**config.mk**
```make
export PLATFORM = sky130hd
export DESIGN_NAME = bvshl_inv_witness_search
export DESIGN_NICKNAME = d
export VERILOG_FILES = /design/src/rtl/bvshl_inv_witness_search.sv
export SDC_FILE = /design/constraint.sdc
export NUM_CORES = 1
export LEC_CHECK = 0
export ABC_CLOCK_PERIOD_IN_PS = 2900
export CORE_MARGIN = 1.5
export CORE_UTILIZATION = 46
export DETAILED_ROUTE_END_ITERATION = 6
export GPL_TIMING_DRIVEN = 0
export HOLD_SLACK_MARGIN = 0.05
export PLACE_DENSITY = 0.75
export SLEW_MARGIN = 10
export SYNTH_ARGS = -nofsm -noshare
export SYNTH_HDL_FRONTEND = slang
export SYNTH_SLANG_ARGS = --single-unit
export TNS_END_PERCENT = 1
```
**constraint.sdc**
```tcl
create_clock -name clk -period 2.9 [get_ports clk]
set_clock_uncertainty 0.15 [all_clocks]
set_input_delay 0.87 -clock clk [delete_from_list [all_inputs] [get_ports clk]]
set_output_delay 0.87 -clock clk [all_outputs]
set_load 0.01 [all_outputs]
```
**src/rtl/bvshl_inv_witness_search.sv**
```systemverilog
// bvshl_inv_witness_search
//   Sequential witness search for shift-left invertibility conditions.
//   For a query (op, s, t) it tries x = 0, 1, 2, ... one candidate per clock
//   and returns the smallest x with ((x << s) mod 2**W) OP t. It gives up
//   after LIMIT candidates.
//
// Ports
//   clk        rising-edge clock
//   rst_n      asynchronous active-low reset
//   in_valid   query present            in_ready   block can accept a query
//   in_op      00 NE, 01 EQ, 10 ULT, 11 UGT (unsigned compares)
//   in_s       shift amount             in_t       target value
//   out_valid  result present           out_ready  consumer takes result
//   out_x      witness (0 if none)      out_found  witness exists
//   out_iters  candidates evaluated
//
// State table
//   state    | meaning
//   S_IDLE   | waiting for a query, in_ready high
//   S_SEARCH | evaluating candidate r_cnt each cycle
//   S_DONE   | result held on outputs until out_valid & out_ready
module bvshl_inv_witness_search #(
  parameter int W     = 4,
  parameter int LIMIT = 2 ** W
) (
  input  logic         clk,
  input  logic         rst_n,
  input  logic         in_valid,
  output logic         in_ready,
  input  logic [1:0]   in_op,
  input  logic [W-1:0] in_s,
  input  logic [W-1:0] in_t,
  output logic         out_valid,
  input  logic         out_ready,
  output logic [W-1:0] out_x,
  output logic         out_found,
  output logic [W:0]   out_iters
);

  localparam logic [1:0] S_IDLE   = 2'd0;
  localparam logic [1:0] S_SEARCH = 2'd1;
  localparam logic [1:0] S_DONE   = 2'd2;

  localparam logic [1:0] OP_NE  = 2'b00;
  localparam logic [1:0] OP_EQ  = 2'b01;
  localparam logic [1:0] OP_ULT = 2'b10;
  localparam logic [1:0] OP_UGT = 2'b11;

  // Counter is one bit wider than x so that LIMIT = 2**W is representable.
  localparam logic [W:0] LP_LAST  = (W+1)'(LIMIT - 1);
  localparam logic [W:0] LP_LIMIT = (W+1)'(LIMIT);

  logic [1:0]   r_state;
  logic [1:0]   r_op;
  logic [W-1:0] r_s;
  logic [W-1:0] r_t;
  logic [W:0]   r_cnt;
  logic [W-1:0] r_x;
  logic         r_found;
  logic [W:0]   r_iters;

  logic [W-1:0] w_c;
  logic [W-1:0] w_sh;
  logic         w_hit;

  // Candidates never exceed LIMIT-1 <= 2**W-1, so the low W bits are exact.
  assign w_c  = r_cnt[W-1:0];
  // Shifting a W-bit value by s >= W leaves nothing; made explicit here.
  assign w_sh = (int'(r_s) >= W) ? '0 : (w_c << r_s);

  always_comb begin
    w_hit = 1'b0;
    case (r_op)
      OP_NE:   w_hit = (w_sh != r_t);
      OP_EQ:   w_hit = (w_sh == r_t);
      OP_ULT:  w_hit = (w_sh <  r_t);
      OP_UGT:  w_hit = (w_sh >  r_t);
      default: w_hit = 1'b0;
    endcase
  end

  always_ff @(posedge clk or negedge rst_n) begin
    if (!rst_n) begin
      r_state <= S_IDLE;
      r_op    <= '0;
      r_s     <= '0;
      r_t     <= '0;
      r_cnt   <= '0;
      r_x     <= '0;
      r_found <= 1'b0;
      r_iters <= '0;
    end else begin
      case (r_state)
        S_IDLE: begin
          if (in_valid) begin
            r_op    <= in_op;
            r_s     <= in_s;
            r_t     <= in_t;
            r_cnt   <= '0;
            r_state <= S_SEARCH;
          end
        end
        S_SEARCH: begin
          if (w_hit) begin
            r_x     <= w_c;
            r_found <= 1'b1;
            r_iters <= r_cnt + (W+1)'(1);
            r_state <= S_DONE;
          end else if (r_cnt == LP_LAST) begin
            r_x     <= '0;
            r_found <= 1'b0;
            r_iters <= LP_LIMIT;
            r_state <= S_DONE;
          end else begin
            r_cnt <= r_cnt + (W+1)'(1);
          end
        end
        S_DONE: begin
          if (out_ready) r_state <= S_IDLE;
        end
        default: r_state <= S_IDLE;
      endcase
    end
  end

  assign in_ready  = (r_state == S_IDLE);
  assign out_valid = (r_state == S_DONE);
  assign out_x     = r_x;
  assign out_found = r_found;
  assign out_iters = r_iters;

endmodule

```
; ---- Word-level counts from Yosys, hierarchy flattened
; Cells that the tools add are included.
[word_totals]
register_bits = 27
out_inout_bits = 12
[classes]
eq_ne = 13
addsub = 1
n_mux = 17
order_cmp = 3
n_shift = 1
n_reduce_logical = 8
[op_table]
columns = operator, count
row1 = $mux 5, 5
row2 = $mux 4, 3
row3 = $pmux 5 s2, 1
row4 = $mux 2, 4
row5 = $eq 2x2->1 const B, 3
row6 = $ne 2x2->1 const B, 3
row7 = $pmux 2 s3, 1
row8 = $add 5x1->5 const B, 1
row9 = $eq 5x4->1 const B, 1
row10 = $eq 2x1->1 const B, 2
row11 = $eq 4x4->1, 1
row12 = $ge 4x3->1 const B, 1
row13 = $gt 4x4->1, 1
row14 = $logic_not 2->1, 2
row15 = $lt 4x4->1, 1
row16 = $ne 4x4->1, 1
row17 = $pmux 1 s4, 1
row18 = $reduce_and 2->1, 2
row19 = $reduce_and 4->1, 1
row20 = $reduce_bool 2->1, 2
row21 = $shl 4x4->4, 1
row22 = $ne 3x3->1 const B, 1
row23 = $reduce_and 3->1, 1
row24 = $mux 1, 2
row25 = $ne 2x1->1 const B, 1

; ---- Depth between registers and ports, before layout
; Gate-level depths: netlist of the first run.
[logic_depth]
ltp_word = 6
mapped_depth = 11
mapped_depth_nobuf = 10

; ---- Worst setup path after synthesis of the first run
; Ideal clock, no wire load.
[synth_timing]
path_type = reg-to-reg
from = register r_s[0]
to = register r_state[1]
path_slack_ps = -82
t_required_ps = 2592
setup_time_ps = 158
path_stages_with_launch = 11
arrival_ps = 2674
cell_sequence = dfrtp_1 > clkbuf_1 > mux2i_1 > or2_2 > a2111oi_0 > ha_1 > nand2_1 > nand3b_1 > o2111a_1 > o31ai_2 > o21ai_0
[synth_via]
elab_chain_cells = 6
elab_cells_between_ends = 12
cone_classes = order compare (3) / eq/ne (3) / shift (1) / mux (4) / reduce/logical (1)
[synth_rtl]
columns = element, line
row1 = from (decl), 55  ; logic [W-1:0] r_s;
row2 = from (signal assigned), 97  ; r_s <= in_s;
row3 = $ge 4x3->1 or $shl 4x4->4 (tied branches), 69  ; assign w_sh = (int'(r_s) >= W) ? '0 : (w_c << r_s);
row4 = $mux 4 (*), 69
row5 = $gt 4x4->1 (tied with other cells), 77  ; OP_UGT: w_hit = (w_sh > r_t);
row6 = $pmux 1 s4 (*), 73  ; case (r_op)
row7 = $ne 3x3->1 (no line) or $mux 2 (tied branches), -
row8 = $reduce_and 3->1 (no line) or $pmux 2 s3 (tied branches), -
row9 = to (signal assigned), 84  ; r_state <= S_IDLE;
row10 = to (signal assigned), 100  ; r_state <= S_SEARCH;
row11 = to (signal assigned), 108  ; r_state <= S_DONE;
row12 = to (decl), 53  ; logic [1:0] r_state;
; Every way passes the cells marked *; elsewhere a longest branch is shown, timed or not.
; A chain may end at the register's enable or synchronous reset.

; ---- Final worst setup path of the first run
[layout_timing]
from = register r_s[0]
to = register r_iters[2] (netlist: out_iters[2])
[layout_via]
elab_chain_cells = 6
elab_cells_between_ends = 11
cone_classes = order compare (3) / eq/ne (2) / shift (1) / mux (3) / reduce/logical (2)
[layout_rtl]
columns = element, line
row1 = $ge 4x3->1 or $shl 4x4->4 (tied branches), 69
row2 = $mux 4 (*), 69
row3 = $gt 4x4->1 (tied with other cells), 77
row4 = $pmux 1 s4 (*), 73
row5 = $reduce_bool 2->1 (no line), -
row6 = $reduce_and 2->1 (no line), -
row7 = to (signal assigned), 107  ; r_iters <= r_cnt + (W+1)'(1);
row8 = to (decl), 60  ; logic [W:0] r_iters;
; Marks and branches as above.

==> results of run 1 <==
per-layer routing:
| metal | wire (um) | up-vias |
|---|---|---|
| li1 | - | 540 |
| met1 | 1310 | 550 |
| met2 | 1410 | 20 |
| met3 | 101 | 5 |
| met4 | 51 | 0 |
| met5 | 0 | - |
where the power goes:
part           internal (W)  total, W  leakage [nW]  switching, W
Clock             0.0000540  0.000162        0.0150      0.000108
Sequential         0.000523  0.000654         0.341      0.000132
Combinational      0.000513   0.00100         0.475      0.000488
Total               0.00109   0.00182         0.832      0.000728
kinds of logic after synthesis:
logic type / count (synthesis) / synth area share [%]
XOR/XNOR: 1 / 0.641
AND/OR/NAND/NOR: 56 / 19.1
adder cells (fa/ha/maj): 6 / 5.49
AO/OA/AOI/OAI: 25 / 15.6
flip-flops: 27 / 49.4
multiplexers: 6 / 4.39
buffers and inverters: 17 / 5.40
state kept, by name (all words and copies together) (netlist names):
| name | count |
|---|---|
| out_iters | 5 |
| r_cnt | 5 |
| out_x | 4 |
| r_s | 4 |
| r_t | 4 |
| r_op | 2 |
| r_state | 2 |
| out_found | 1 |
per-stage QoR:
stage	TNS [ns]	setup WS (ns)	total power (W)	util [%]
5_1_grt	-1.06	-0.123	0.00196	64.6
3_3_place_gp	-6.36	-0.483	0.00141	59.6
3_5_place_dp	-8.83	-0.641	0.00146	59.6
4_1_cts	0	0.0258	0.00177	63.7
2_1_floorplan	-0.760	-0.0822	0.00117	-
6_report	0	0.0188	0.00182	64.6
placed cells by master (no fill, tap or decap), types with 3 or more instances in the layout:
cell,instances
clkbuf_4,3
buf_4,6
ha_1,6
nand3b_1,3
nor2b_1,3
nor2_1,3
inv_1,10
mux2i_1,5
a22o_2,8
clkdlybuf4s50_1,24
nand2_1,33
o21ai_0,4
dfrtp_1,25
buf_6,3
how the worst min path moves through the flow:
stage,startpoint,end,slack [ns],cells after the start
2_1_floorplan,r_t[0]$_DFFE_PN0P_,r_t[0]$_DFFE_PN0P_,0.30,2
3_3_place_gp,out_found$_DFFE_PN0P_,out_found$_DFFE_PN0P_,0.32,1
3_5_place_dp,out_found$_DFFE_PN0P_,out_found$_DFFE_PN0P_,0.31,1
4_1_cts,out_found$_DFFE_PN0P_,out_found$_DFFE_PN0P_,0.35,1
5_1_grt,out_found$_DFFE_PN0P_,out_found$_DFFE_PN0P_,0.35,1
6_report,out_found$_DFFE_PN0P_,out_found$_DFFE_PN0P_,0.34,1
what timing repair did:
item / CTS / global route
setup buffers: 5 / 2
gates resized for setup: 13 / 4
setup endpoints to repair: 17 / 16
hold buffers: 0 / 0
pin swaps: 4 / 4
final cells by class:
class | count | area [um^2] | share of cell area (%)
multi-input combinational | 94 | 683 | 38.0
sequential | 27 | 678 | 37.7
timing repair buffer | 32 | 302 | 16.8
tap | 31 | 38.8 | 2.16
inverter | 10 | 37.5 | 2.09
buffer | 4 | 31.3 | 1.74
clock buffer | 4 | 26.3 | 1.46
==> results_dict.tcl, run 1 <==
set metrics [dict create \
    rr_worst_depth 12 \
    ys_seq_area_share_pct 49.4 \
    arrival_ns 2.96 \
    io_buffers 25 \
    synth-seq-cells 27 \
    via_per_inst 5.52 \
    cp_num_cells 12 \
    leakagePower_nw 0.832 \
    final_cell_count_no_fill 202 \
    cts-root-buf "clkbuf_4" \
    place_hpwl_um 2020 \
    wire_per_inst_um 14.2 \
    critPathLaunchType "flip-flop" \
    avgSynthCellArea_um2 9.91 \
    firstDrtPassIters 4 \
    totalWireLength_um 2880 \
    yosys_most_used_dff "dfrtp_1" \
    r2r_start "r_s[0]$_DFFE_PN0P_" \
    path_buf_inv 3 \
    ys_types 37 \
    status "completed" \
    fillers 227 \
    grt_pass1_vias 1091 \
    crit_start "r_s[0]$_DFFE_PN0P_" \
    slowest_delay_ns 0.44 \
    hold_ws_ns 0.341 \
    clk_latency_ns 0.32 \
    grt_use_total_pct 19.3 \
    drtAntennaViolNets 0 \
    drc 0 \
    core_um2 2780 \
    ys_warn_count 0 \
    post-route-period-util_pct 99.4 \
    place_area_um2 1660 \
    crit_type "reg -> reg" \
    hold_class "reg -> reg" \
    grt_pass1_wl_um 4940 \
    layout-drive-gt1-share_pct 19.3 \
    yosys.area.top_type "dfrtp_1" \
    final_area_um2 1800 \
    die_x_um 57.5 \
    crit_required_ns 2.98 \
    endpoint "out_iters[2]$_DFFE_PN0P_" \
    die_h_um 57.5 \
    place_inst 194 \
    ys_async_sr_fraction_pct 100 \
    grt_overflow_total 0 \
    grt_use_met3_pct 2.27 \
    clk_pin_slew_ns 0.14 \
    globalRouteMet1Util_pct 25.4 \
    drt_iter0_drc 28 \
    use_met2_pct 33.1 \
    path_max_fanout 6 \
    htreeDepth 1 \
    synth_commonest_cells "nand2_1 (33), dfrtp_1 (27), inv_1 (10)" \
    period_needed_ns 2.88 \
    cap_violations 0 \
    cp_common_cell "buf_4" \
    cts_tree "done" \
    synth_top_area_share_pct 49.4 \
    rows 19 \
    crit_path_end_kind "flip-flop" \
    reg2reg_setup_slack_ns 0.02 \
    nets 192 \
    syn_inst 138 \
    cp_slowest_cell "dfrtp_2" \
    cts_buffer_depth 2 \
    pin_count 26 \
    n_antenna_cell 0 \
    maxSlewHeadroom_pct 60.4 \
    grt_max_degree 28 \
    maxSlewViolCount 0 \
    cp_top_family "compound AO/OA/AOI/OAI gates" \
    tightest_slew_ns 0.594 \
    gp_congestion 0.779 \
    ir_drop_v 0.000622 \
    dr_total_vias 1115 \
    r2r_end "out_iters[2]$_DFFE_PN0P_" \
    rsz0062_at_grt "yes" \
    synth_edf_count 0 \
    hold_viol_final 0 \
    setup-violations-final 0 \
    synthesis.area_um2 1370 \
    dieArea_um2 3310 \
    synthTopCellsByArea "dfrtp_1 (49%), nand2_1 (9.1%), a22o_2 (5.9%)" \
    busiest_layer "met2" \
    yosysMostFrequentCell "nand2_1" \
    areaGrowthSynthToFinish_pct 31.4 \
    synth_fp_nets 158 \
    antenna_found_initial 0 \
    cts_buffers 3 \
    clock-sinks 27 \
    crit_chain "buf_4, nor2_1, a211oi_1, a2111oi_4, ha_1, nand2_1, nand3b_1, buf_4, o31ai_4, o31ai_4, buf_4, a22o_2" \
    start_util_pct 49.2 \
    fmax_mhz 347 \
    p_per_area_nw_per_um2 1010 \
]
Note: power is estimated with default switching activity, not from simulation.
==> run 2: changes to the inputs <==
--- a/config.mk
+++ b/config.mk
@@ -5,13 +5,14 @@
 export SDC_FILE = /design/constraint.sdc
 export NUM_CORES = 1
 export LEC_CHECK = 0
-export ABC_CLOCK_PERIOD_IN_PS = 2900
+export ABC_CLOCK_PERIOD_IN_PS = 3500
 export CORE_MARGIN = 1.5
-export CORE_UTILIZATION = 46
+export CORE_UTILIZATION = 55
+export CTS_BUF_LIST = sky130_fd_sc_hd__clkbuf_16
 export DETAILED_ROUTE_END_ITERATION = 6
 export GPL_TIMING_DRIVEN = 0
 export HOLD_SLACK_MARGIN = 0.05
-export PLACE_DENSITY = 0.75
+export PLACE_DENSITY = 0.84
 export SLEW_MARGIN = 10
 export SYNTH_ARGS = -nofsm -noshare
 export SYNTH_HDL_FRONTEND = slang
==> constraint.sdc (replaced) <==
create_clock -name clk -period 3.5 [get_ports clk]
set_clock_uncertainty 0.15 [all_clocks]
set_input_delay 1.05 -clock clk [delete_from_list [all_inputs] [get_ports clk]]
set_output_delay 1.05 -clock clk [all_outputs]
set_load 0.01 [all_outputs]
==> run 2 against run 1 <==
Clock power is 60% higher; sequential power is 19% lower; global-route usage increased by 5.1 points; via count decreased by 0.72%; cell count is 4.0% lower; maximum frequency down 11%; first-iteration DRC count is 3.6% higher; sequential share of layout area grew 0.99 points; combinational power decreased by 28%.
==> results_dict.tcl, run 2 (synthesis gave the netlist of run 1 again) <==
set metrics [dict create \
    status "completed" \
    grt_max_degree 28 \
    hold_depth 1 \
    grt_pass1_vias 1093 \
    hold_class "reg -> reg" \
    power.internal_w 0.000925 \
    hold_ws_ns 0.334 \
    grt_pass1_wl_um 4890 \
    grt_use_total_pct 24.3 \
    cts_tree "done" \
    maxSlewHeadroom_pct 60.4 \
    dr_total_vias 1107 \
    drc 0 \
    cp_top_family "simple AND/OR/NAND/NOR gates" \
    nets 187 \
    setup-violations-final 0 \
    holdBufCountCts 0 \
    grt_overflow_total 0 \
    clk_pin_slew_ns 0.06 \
    rsz0062_at_grt "no" \
    clk_latency_ns 0.26 \
    place_area_um2 1650 \
    n_antenna_cell 0 \
    power_frac_comb_pct 47.8 \
    crit_required_ns 3.52 \
    htreeDepth 1 \
    path_buf_inv 1 \
    totalWireLength_um 2910 \
    drt_iter0_drc 29 \
    cts-root-buf "clkbuf_16" \
    cp_common_cell "mux2i_1" \
    p_clk_share_pct 17.2 \
    period_needed_ns 3.25 \
    place_hpwl_um 2000 \
    start_util_pct 60.1 \
    drtAntennaViolNets 0 \
    cts_buffers 3 \
    via_per_inst 5.71 \
    pin_count 26 \
    reg2reg_setup_slack_ns 0.25 \
    post-route-period-util_pct 92.8 \
    rows 17 \
    areaGrowthSynthToFinish_pct 27.5 \
    arrival_ns 3.27 \
    r2r_start "r_s[0]$_DFFE_PN0P_" \
    final_common_cell "nand2_1" \
    cap_violations 0 \
    most-common-layout-cells "nand2_1 (33), dfrtp_1 (27), clkdlybuf4s50_1 (24)" \
    rr_worst_depth 10 \
    cts_setup_buffers 0 \
    final_util_pct 76.6 \
    tightest_slew_ns 0.594 \
    crit_type "reg -> reg" \
    io_buffers 25 \
    leakagePower_nw 0.827 \
    r2r_end "r_cnt[3]$_DFFE_PN0P_" \
    ir_drop_v 0.000475 \
    layout-drive-gt1-share_pct 12.7 \
    path_max_fanout 7 \
    min_to "out_found$_DFFE_PN0P_" \
    slowest_delay_ns 0.47 \
    die_x_um 52.9 \
    antenna_found_initial 0 \
    firstDrtPassIters 4 \
    wire_per_inst_um 15.0 \
    clock-sinks 27 \
    cts_buffer_depth 2 \
    critPathLaunchType "flip-flop" \
    fillers 161 \
    p_per_area_nw_per_um2 862 \
    hp-start "out_found$_DFFE_PN0P_" \
    power.net_switching_w 0.000578 \
    dieArea_um2 2790 \
    seqPwrFrac_pct 35.0 \
    cp_slowest_cell "a2111oi_1" \
    fmax_mhz 308 \
    crit_path_end_kind "flip-flop" \
    die_h_um 52.9 \
    final_area_um2 1740 \
    swShare_pct 38.4 \
    hold_viol_final 0 \
    maxSlewViolCount 0 \
    core_um2 2280 \
    gp_congestion 0.844 \
    crit_chain "mux2i_1, or2_2, a2111oi_1, ha_1, nand4_1, mux2i_1, o31ai_2, or3_1, buf_2, o221ai_1" \
]
run 2: layout make-up:
class	instances	area (um^2)	area share [%]
buffer	6	32.5	1.87
clock buffer	3	75.1	4.30
clock inverter	1	5.00	0.287
inverter	10	37.5	2.15
multi-input combinational	94	638	36.6
sequential	27	676	38.7
tap	28	35.0	2.01
timing repair buffer	25	245	14.1
run 2: power by group through the flow:
stage               Clock, W  Sequential [W]  Combinational (W)
floorplan                  0        0.000519           0.000449
global route        0.000277        0.000540           0.000792
detailed placement         0        0.000519           0.000682
finish              0.000259        0.000527           0.000718
global placement           0        0.000510           0.000655
CTS                 0.000262        0.000515           0.000711
run 2: metrics by stage:
step / total power, W / worst slack (ns) / cells / TNS (ns)
4_1_cts: 0.00149 / -0.0239 / 195 / -0.0307
5_1_grt: 0.00161 / 0.0715 / 194 / 0
2_1_floorplan: 0.000969 / 0.518 / 138 / 0
6_report: 0.00150 / 0.254 / 194 / 0
3_3_place_gp: 0.00117 / 0.142 / 191 / 0
3_5_place_dp: 0.00120 / 0.0614 / 191 / 0
run 2: worst max-delay path by stage:
stage	cells past startpoint	from	endpoint	slack, ns
2_1_floorplan	10	r_s[0]$_DFFE_PN0P_	r_state[1]$_DFFE_PN0P_	0.52
3_3_place_gp	10	r_s[0]$_DFFE_PN0P_	out_iters[4]$_DFFE_PN0P_	0.14
3_5_place_dp	10	r_s[0]$_DFFE_PN0P_	r_state[1]$_DFFE_PN0P_	0.06
4_1_cts	10	r_s[0]$_DFFE_PN0P_	r_cnt[3]$_DFFE_PN0P_	-0.02
5_1_grt	9	r_s[0]$_DFFE_PN0P_	r_cnt[3]$_DFFE_PN0P_	0.07
6_report	10	r_s[0]$_DFFE_PN0P_	r_cnt[3]$_DFFE_PN0P_	0.25
run 2: routing by layer:
layer | share of wire [%] | vias up | GRT usage [%]
met3 | 5.5 | 7 | 5.65
met5 | 0 | - | 0
met1 | 44 | 528 | 31.2
met4 | 1.8 | 0 | 12.0
li1 | - | 531 | -
met2 | 49 | 41 | 38.5
run 2: what timing repair did:
action,CTS,global route
resized for setup,1,3
pin swaps,0,0
setup endpoints to repair,10,17
endpoints found under the hold margin,0,0
==> run 3: changes to the inputs <==
--- a/config.mk
+++ b/config.mk
@@ -6,7 +6,7 @@
 export NUM_CORES = 1
 export LEC_CHECK = 0
 export ABC_CLOCK_PERIOD_IN_PS = 3500
-export CORE_MARGIN = 1.5
+export CORE_MARGIN = 2
 export CORE_UTILIZATION = 55
 export CTS_BUF_LIST = sky130_fd_sc_hd__clkbuf_16
 export DETAILED_ROUTE_END_ITERATION = 6
==> run 3 against run 2 <==
Critical path depth stayed put; flip-flop and latch count stayed put; die area is 3.8% higher; largest cell class unchanged; sequential power is 0.9% lower; setup slack better by 0.10 ns; via count is 3.3% lower; routed wire length is 10% lower.
==> results_dict.tcl, run 3 (synthesis gave the netlist of run 1 again) <==
set metrics [dict create \
    status "completed" \
    path_max_fanout 7 \
    holdBufCountCts 0 \
    drc 0 \
    grt_max_degree 28 \
    maxSlewViolCount 0 \
    cts-root-buf "clkbuf_16" \
    hold_class "reg -> reg" \
    cts_tree "done" \
    grt_pass1_vias 1027 \
    layout-drive-gt1-share_pct 12.7 \
    leakagePower_nw 0.829 \
    hold_ws_ns 0.335 \
    grt_overflow_total 0 \
    rows 18 \
    nets 187 \
    die_x_um 53.9 \
    clock-sinks 27 \
    r2r_end "r_cnt[3]$_DFFE_PN0P_" \
    areaGrowthSynthToFinish_pct 28.0 \
    setup-violations-final 0 \
    start_util_pct 56.7 \
    r2r_start "r_s[0]$_DFFE_PN0P_" \
    cap_violations 0 \
    critPathLaunchType "flip-flop" \
    tightest_slew_ns 0.580 \
    drtAntennaViolNets 0 \
    crit_type "reg -> reg" \
    antenna_found_initial 0 \
    dieArea_um2 2900 \
    final_common_cell "nand2_1" \
    grt_use_total_pct 21.1 \
    arrival_ns 3.16 \
    gp_congestion 0.835 \
    clk_pin_slew_ns 0.06 \
    p_per_area_nw_per_um2 845 \
    via_per_inst 5.46 \
    hold_depth 1 \
    period_needed_ns 3.14 \
    totalWireLength_um 2620 \
    rsz0062_at_grt "no" \
    core_um2 2410 \
    cts_setup_buffers 0 \
    crit_chain "mux2i_1, or2_2, a2111oi_2, ha_1, nand2_1, nand3b_1, o2111a_1, or3_1, buf_2, o221ai_1" \
    drt_iter0_drc 22 \
    rr_worst_depth 10 \
    io_buffers 25 \
    wire_per_inst_um 13.4 \
    place_hpwl_um 1970 \
    fmax_mhz 318 \
    clk_latency_ns 0.26 \
    htreeDepth 1 \
    reg2reg_setup_slack_ns 0.36 \
    hp-start "out_found$_DFFE_PN0P_" \
    ir_drop_v 0.000590 \
    die_h_um 53.9 \
    setup_tns_ns 0 \
    cts_buffers 3 \
    crit_required_ns 3.52 \
    most-common-layout-cells "nand2_1 (33), dfrtp_1 (27), clkdlybuf4s50_1 (24)" \
    pin_count 26 \
    firstDrtPassIters 4 \
    min_to "out_found$_DFFE_PN0P_" \
    cp_slowest_cell "dfrtp_1" \
    cts_buffer_depth 2 \
    slowest_delay_ns 0.45 \
    cts-resized-gates 0 \
    dr_total_vias 1070 \
    grt_pass1_wl_um 4470 \
    post-route-period-util_pct 89.8 \
    maxSlewHeadroom_pct 61.3 \
    hold_viol_final 0 \
    final_util_pct 72.6 \
    crit_path_end_kind "flip-flop" \
    n_antenna_cell 0 \
]
## run 3: cell count changes in the layout (fill, tap and decap cells not counted)
cell	delta
a2111oi_1	-1
a2111oi_2	+1
clkinv_2	-1
inv_1	+1
## run 3: layout make-up
cell class,instances,area (um^2)
Inverter,10,37.5
Sequential cell,27,676
Tap cell,30,37.5
Clock buffer,3,75.1
Buffer,6,32.5
Fill cell,179,659
Timing Repair Buffer,25,245
Clock inverter,1,3.75
Multi-Input combinational cell,94,643
## run 3: stage by stage
stage / instances / cell area, um^2 / power (W) / setup slack, ns
after floorplan: 138 / 1370 / 0.000969 / 0.518
after global placement: 193 / 1660 / 0.00116 / 0.158
after detailed placement: 193 / 1660 / 0.00120 / -0.00291
after CTS: 197 / 1730 / 0.00145 / 0.00525
after global routing: 196 / 1750 / 0.00160 / 0.111
final: 196 / 1750 / 0.00148 / 0.358
## run 3: critical path, delay by kind of cell (launching register included)
family | cells | cell delay, ns
AOI/OAI and AO/OA | 3 | 0.91
and+or+nand+nor | 4 | 0.87
muxes | 1 | 0.16
DFF | 1 | 0.45
buffers and inverters | 1 | 0.16
adders and majority gates | 1 | 0.33
## run 3: routing by layer
| metal | up-vias | global-route usage, % | share of wire, % |
|---|---|---|---|
| met4 | 0 | 8.55 | 1.5 |
| li1 | 535 | - | - |
| met2 | 26 | 37.2 | 52 |
| met5 | - | 0 | 0 |
| met1 | 504 | 25.9 | 43 |
| met3 | 5 | 2.78 | 4.0 |
## run 3: worst max path at each step
stage | startpoint | endpoint | slack [ns] | cells past startpoint
finish | r_s[0]$_DFFE_PN0P_ | r_cnt[3]$_DFFE_PN0P_ | 0.36 | 10
floorplan | r_s[0]$_DFFE_PN0P_ | r_state[1]$_DFFE_PN0P_ | 0.52 | 10
global route | r_s[0]$_DFFE_PN0P_ | r_cnt[3]$_DFFE_PN0P_ | 0.11 | 10
global placement | r_s[0]$_DFFE_PN0P_ | r_state[1]$_DFFE_PN0P_ | 0.16 | 10
detailed placement | r_s[0]$_DFFE_PN0P_ | r_state[1]$_DFFE_PN0P_ | -0.003 | 10
CTS | r_s[0]$_DFFE_PN0P_ | r_state[1]$_DFFE_PN0P_ | 0.005 | 10
## run 3: where the power goes
part	switching [W]	internal (W)	total, W
sequential	0.0000885	0.000434	0.000522
combinational	0.000368	0.000340	0.000708
clock	0.0000966	0.000153	0.000249
total	0.000553	0.000926	0.00148
